[src/rtl/alu_addsub_seq_if.sv]
// alu_addsub_seq_if: operand/opcode request and result/flag response bundle for alu_addsub_seq.
interface alu_addsub_seq_if #(parameter int WIDTH = 32);
   logic             in_valid;
   logic             in_ready;
   logic [WIDTH-1:0] in0;
   logic [WIDTH-1:0] in1;
   logic [3:0]       op1;
   logic             out_valid;
   logic             out_ready;
   logic [WIDTH-1:0] out;
   logic             carryout;
   logic             overflow;
   logic             zero;
   logic             N;
   logic             err;
   modport master (
      output in_valid, in0, in1, op1, out_ready,
      input  in_ready, out_valid, out, carryout, overflow, zero, N, err
   );
   modport slave (
      input  in_valid, in0, in1, op1, out_ready,
      output in_ready, out_valid, out, carryout, overflow, zero, N, err
   );
endinterface

[src/rtl/alu_addsub_seq.sv]
// alu_addsub_seq: multi-cycle add/sub, one CHUNK-bit slice per clock through a carry register.
// Define ALU_SAT_EN to saturate the result on signed overflow instead of wrapping.
module alu_addsub_seq #(
   parameter int WIDTH = 32,
   parameter int CHUNK = 8
) (
   input logic            clk,
   input logic            rst_n,
   alu_addsub_seq_if.slave bus
);
   localparam int NCHUNK = WIDTH / CHUNK;
   localparam int KW = NCHUNK > 1 ? $clog2(NCHUNK) : 1;
   typedef enum logic [1:0] {IDLE, CALC, DONE} state_t;
   state_t           state;
   logic [WIDTH-1:0] a, b, sum, sum_n, res, bop;
   logic             c, ov;
   logic [KW-1:0]    k;
   logic [CHUNK:0]   s;
   always_comb begin
      bop = bus.op1[0] ? WIDTH'(1) : bus.in1;
      s = {1'b0, a[k*CHUNK +: CHUNK]} + {1'b0, b[k*CHUNK +: CHUNK]} + {{CHUNK{1'b0}}, c};
      sum_n = sum;
      sum_n[k*CHUNK +: CHUNK] = s[CHUNK-1:0];
      ov = (a[WIDTH-1] == b[WIDTH-1]) && (sum_n[WIDTH-1] != a[WIDTH-1]);
`ifdef ALU_SAT_EN
      res = ov ? {a[WIDTH-1], {(WIDTH-1){~a[WIDTH-1]}}} : sum_n;
`else
      res = sum_n;
`endif
   end
   always_ff @(posedge clk or negedge rst_n) begin
      if (!rst_n) begin
         state        <= IDLE;
         bus.in_ready <= 1'b1;
         bus.out_valid <= 1'b0;
         bus.out      <= '0;
         bus.carryout <= 1'b0;
         bus.overflow <= 1'b0;
         bus.zero     <= 1'b0;
         bus.N        <= 1'b0;
         bus.err      <= 1'b0;
         a            <= '0;
         b            <= '0;
         sum          <= '0;
         c            <= 1'b0;
         k            <= '0;
      end else begin
         unique case (state)
            IDLE: if (bus.in_valid) begin
               a            <= bus.in0;
               bus.in_ready <= 1'b0;
               if (bus.op1[3:2] == 2'b00) begin
                  b     <= bus.op1[1] ? ~bop : bop;
                  c     <= bus.op1[1];
                  k     <= '0;
                  state <= CALC;
               end else begin
                  // illegal op: clear results now, raise out_valid on the next edge
                  bus.out      <= '0;
                  bus.carryout <= 1'b0;
                  bus.overflow <= 1'b0;
                  bus.zero     <= 1'b0;
                  bus.N        <= 1'b0;
                  bus.err      <= 1'b1;
                  state        <= DONE;
               end
            end
            CALC: begin
               sum <= sum_n;
               c   <= s[CHUNK];
               k   <= k + 1'b1;
               if (k == KW'(NCHUNK - 1)) begin
                  state         <= DONE;
                  bus.out_valid <= 1'b1;
                  bus.out       <= res;
                  bus.carryout  <= s[CHUNK];
                  bus.overflow  <= ov;
                  bus.zero      <= (res == '0);
                  bus.N         <= res[WIDTH-1];
                  bus.err       <= 1'b0;
               end
            end
            DONE: if (!bus.out_valid) begin
               bus.out_valid <= 1'b1;
            end else if (bus.out_ready) begin
               bus.out_valid <= 1'b0;
               bus.in_ready  <= 1'b1;
               state         <= IDLE;
            end
            default: state <= IDLE;
         endcase
      end
   end
endmodule

[src/flat_wrapper.sv]
// flat-port wrapper written by rule: the top's interface ports become plain ports
module alu_addsub_seq_flat 
#(
   parameter int WIDTH = 32,
   parameter int CHUNK = 8
)
  (clk, rst_n, bus_in_valid, bus_in0, bus_in1, bus_op1, bus_out_ready, bus_in_ready, bus_out_valid, bus_out, bus_carryout, bus_overflow, bus_zero, bus_N, bus_err);
  alu_addsub_seq_if #(.WIDTH(WIDTH)) bus_i ();
  input logic clk;
  input logic rst_n;
  input wire logic [$bits(bus_i.in_valid)-1:0] bus_in_valid;
  input wire logic [$bits(bus_i.in0)-1:0] bus_in0;
  input wire logic [$bits(bus_i.in1)-1:0] bus_in1;
  input wire logic [$bits(bus_i.op1)-1:0] bus_op1;
  input wire logic [$bits(bus_i.out_ready)-1:0] bus_out_ready;
  output wire logic [$bits(bus_i.in_ready)-1:0] bus_in_ready;
  output wire logic [$bits(bus_i.out_valid)-1:0] bus_out_valid;
  output wire logic [$bits(bus_i.out)-1:0] bus_out;
  output wire logic [$bits(bus_i.carryout)-1:0] bus_carryout;
  output wire logic [$bits(bus_i.overflow)-1:0] bus_overflow;
  output wire logic [$bits(bus_i.zero)-1:0] bus_zero;
  output wire logic [$bits(bus_i.N)-1:0] bus_N;
  output wire logic [$bits(bus_i.err)-1:0] bus_err;
  assign bus_i.in_valid = bus_in_valid;
  assign bus_i.in0 = bus_in0;
  assign bus_i.in1 = bus_in1;
  assign bus_i.op1 = bus_op1;
  assign bus_i.out_ready = bus_out_ready;
  assign bus_in_ready = bus_i.in_ready;
  assign bus_out_valid = bus_i.out_valid;
  assign bus_out = bus_i.out;
  assign bus_carryout = bus_i.carryout;
  assign bus_overflow = bus_i.overflow;
  assign bus_zero = bus_i.zero;
  assign bus_N = bus_i.N;
  assign bus_err = bus_i.err;
  alu_addsub_seq #(.WIDTH(WIDTH), .CHUNK(CHUNK)) u_core (.clk(clk), .rst_n(rst_n), .bus(bus_i));
endmodule
[config.mk]
export PLATFORM = sky130hd
export DESIGN_NAME = alu_addsub_seq_flat
export DESIGN_NICKNAME = d
export VERILOG_FILES = /design/src/rtl/alu_addsub_seq_if.sv /design/src/rtl/alu_addsub_seq.sv /design/src/flat_wrapper.sv
export SDC_FILE = /design/constraint.sdc
export NUM_CORES = 1
export LEC_CHECK = 0
export ABC_AREA = 1
export BUFFER_PORTS_ARGS = -buffer_cell sky130_fd_sc_hd__buf_2
export CORE_MARGIN = 3
export CORE_UTILIZATION = 25
export DETAILED_ROUTE_END_ITERATION = 7
export PLACE_DENSITY = 0.53
export SYNTH_ARGS = -nofsm -noshare
export SYNTH_HDL_FRONTEND = slang
export SYNTH_SLANG_ARGS = --single-unit
[constraint.sdc]
create_clock -name clk -period 3.3 [get_ports clk]
set_input_delay 0.66 -clock clk [delete_from_list [all_inputs] [get_ports clk]]
set_output_delay 0.66 -clock clk [all_outputs]
set_load 0.01 [all_outputs]
==> results by group <==
Status
  • Status: finished, final reports clean

STA
  • Worst-case hold slack: 236.9 ps
  • Tmin final: 2902 ps
  • Setup tns final: 0 ps
  • Final slew viol count: 0
  • Highest Clock Rate: 0.3446 GHz
  • Worst slew pin tran: 843.1 ps
  • Final hold viol count: 0
  • Worst Setup Slack, final: 397.7 ps
  • RSZ-0062 raised after global routing: no
  • Clock skew: 7.596 ps
  • Max-slew headroom: 43.73%
  • Final period util: 87.95%
  • Setup violators final: 0

Global route
  • Met3 Use GR: 2.702%
  • Vias in the first global route: 6153
  • Met2 usage: 22.64%
  • Pin count of the biggest net entering global routing: 74
  • Top Usage Layer GRT: met2
  • Met1 Resource Use GR: 18.24%
  • Tot GR Track Use: 13.63%
  • Overflow after GRT: 0
  • Antenna violations before repair: 0
  • Global-route wire length before repair: 33.06 mm

Detailed routing
  • DRC Markers: 0
  • Final WL: 20.29 mm
  • DR vias/cell: 4.399
  • DRT antenna net count: 0
  • Via Count: 6075
  • WL/cell: 14.69 um
  • First DRT Iteration DRCs: 394
  • First-pass iteration count of the detailed router: 5

Synthesis
  • Most common cell in the netlist: nand2_1
  • Syn_area_per_cell: 8.092 um2
  • Top cell type's share of synthesized area: 48.17%
  • Seq cells post-synth: 139
  • Primary FF master, synth: dfrtp_1
  • Sequential area share after synthesis: 48.53%
  • Synth Net Count: 973
  • Async SR Flop Fraction: 100.0%
  • Top cells by area, synth: dfrtp_1 48%, nand2_1 16%, mux2_1 4.2%
  • Most area-hungry cell type in the Yosys netlist: dfrtp_1
  • YS warnings: 0
  • Post-synth EDFFs: 0
  • Post-synthesis cell count: 886
  • Post-synth top cells: 314 x nand2_1, 138 x dfrtp_1, 70 x nor2_1
  • Post-Syn Area: 0.007169 mm2
  • Synth cell types: 34

Placed design
  • Setup WS pre-CTS: 394.2 ps
  • GP Congestion: 0.8973
  • # port buffers: 110
  • Inst Count DP: 1349
  • Final HPWL DP: 15.35 mm

Clock tree
  • CTS tree: built
  • Clk root buf: clkbuf_16
  • CTS buffer count: 17
  • Clock transition at path regs: 60 ps
  • Clock Sink Count: 139
  • Worst-Skew Late Latency: 420 ps
  • Clk buf depth: 2
  • H-Tree Depth: 4
  • Hold bufs inserted after CTS: 0

Worst setup path
  • Worst path most repeated cell: nor2_1
  • Critical path data required time: 3660 ps
  • R2R depth: 18
  • CP max-delay cell: fa_1
  • Crit-path max FO: 17
  • Cell breakdown of the critical path: buf_4 > o21ai_0 > o22ai_1 > fa_1 > inv_1 > fa_1 > inv_1 > nand3_1 > o21ai_1 > nor2_1 > nand3_1 > nor2_1 > nand2_1 > nor2_1 > nand3_1 > nor2_1 > nand2_1 > nand2_1
  • Crit Path Class: register to register
  • Critical Path Sink Type: register
  • Crit path DAT: 3260 ps
  • Max incr delay on CP: 520 ps
  • CP startpoint kind: register

Floorplanning
  • Die width: 175.3 um
  • Die ar.: 0.03075 mm2
  • Die span in y: 175.3 um
  • CORE AREA: 0.02801 mm2
  • Initial core utilization: 25.60%
  • I/O Pins: 111
  • Rows: 61

Flow run
  • Max Cap Viol: 0

Pwr
  • Pleak: 4.413 nW
  • VDD IR max: 477.7 uV
  • Pwr dens: 987.3 mW/mm2

Hold path
  • Tightest Hold Check Type: primary input to asynchronous set/reset pin

Cells and area
  • Share of layout cells above drive strength 1: 18.34%
  • Antenna diode count: 0
  • Final Net Count: 1077
  • Layout overhead on the synthesized area: 22.13%
  • Final Non-Filler Cells: 1381
[final cells by class]
cell class / instances / area [um2]
timing repair buffer: 128 / 716.9
tap: 378 / 473.0
multi-input combinational: 639 / 3249
fill: 3053 / 19250
inverter: 65 / 247.7
sequential: 139 / 3480
clock inverter: 10 / 115.1
clock buffer: 22 / 474.2
[final timing paths]
| path | slack, ps | from | to |
|---|---|---|---|
| max | 400 | u_core.k[1]$_DFFE_PN0P_ | u_core.bus.zero$_DFFE_PN0P_ |
| min | 240 | rst_n | u_core.bus.out[8]$_DFFE_PN0P_ |
| max reg2reg | 400 | u_core.k[1]$_DFFE_PN0P_ | u_core.bus.zero$_DFFE_PN0P_ |
| min reg2reg | 470 | u_core.bus.in_ready$_DFFE_PN1P_ | u_core.bus.in_ready$_DFFE_PN1P_ |
| max in group asynchronous | 2280 | rst_n | u_core.bus.in_ready$_DFFE_PN1P_ |
| min in group clk | 440 | bus_in0[22] | u_core.a[22]$_DFFE_PN0P_ |
[registers in the layout (all words and copies together) (netlist names)]
signal / cells
u_core.bus.zero: 1
u_core.c: 1
u_core.bus.carryout: 1
u_core.bus.out_valid: 1
u_core.bus.out: 32
u_core.state: 2
u_core.sum: 32
u_core.bus.in_ready: 1
u_core.a: 32
u_core.b: 32
u_core.bus.err: 1
u_core.k: 2
u_core.bus.overflow: 1
[power by group]
part           switching [mW]  leakage (nW)  internal [mW]
clock                   0.745         0.283           1.17
combinational            2.72          2.33           1.35
sequential              0.367          1.80           2.29
[cell families (layout without fill, tap and decap cells)]
| family | after synthesis | after routing | synth area share (%) |
|---|---|---|---|
| mux | 30 | 30 | 4.712 |
| flops | 139 | 139 | 48.53 |
| simple gates | 429 | 429 | 23.96 |
| xor+xnor | 32 | 32 | 3.909 |
| fa+ha+maj | 15 | 15 | 2.827 |
| buf+inv | 108 | 225 | 6.143 |
| compound gates | 133 | 133 | 9.913 |
[worst max-delay path, delay by kind of cell, from the launching register on]
family	cells	cell delay, ps
simple gates	10	890
fa+ha+maj	2	780
compound gates	3	420
flops	1	380
buf+inv	3	370
[per-stage QoR]
stage                     instance area [um2]  util, %  total power [mW]
after floorplan                          7169        -             5.398
after global placement                   8163    29.14             6.707
after detailed placement                 8163    29.14             6.751
after CTS                                8752    31.25             8.699
after global routing                     8756    31.26             9.428
final                                    8756    31.26             8.645
[repair_timing]
item	CTS	global route
endpoints found under the setup margin	0	1
resized for setup	0	1
buffers inserted	0	0
[per-layer routing]
layer,wire length [um],vias to the layer above
met5,0,-
met4,234,0
met3,955,18
met2,9608,158
met1,9490,2842
li1,-,3057
[placed cells by master, fill, tap and decap left out, types with 2 or more instances in the layout]
| cell type | netlist | final |
|---|---|---|
| o21ai_0 | 55 | 55 |
| clkinv_2 | 0 | 3 |
| clkbuf_1 | 26 | 2 |
| clkbuf_8 | 0 | 3 |
| mux2_2 | 3 | 3 |
| o22ai_1 | 19 | 19 |
| dfrtp_1 | 138 | 138 |
| nor2_4 | 2 | 2 |
| nor3_2 | 2 | 2 |
| nor2_1 | 70 | 70 |
| nand4_1 | 10 | 10 |
| a32oi_1 | 2 | 2 |
| a21oi_1 | 10 | 10 |
| o21ai_1 | 41 | 41 |
| mux2_1 | 27 | 27 |
| a31oi_1 | 3 | 3 |
| fa_1 | 2 | 2 |
| inv_2 | 10 | 10 |
| clkbuf_16 | 0 | 17 |
| or2_2 | 2 | 2 |
| clkinvlp_4 | 0 | 4 |
| inv_1 | 54 | 53 |
| nand3_1 | 23 | 23 |
| buf_12 | 0 | 2 |
| buf_4 | 5 | 16 |
| buf_2 | 7 | 109 |
| ha_1 | 13 | 13 |
| xor2_1 | 32 | 32 |
| bufinv_16 | 0 | 2 |
| nand2_2 | 4 | 4 |
| nand2_1 | 314 | 314 |
No activity file was read; power rests on OpenSTA's default activity.
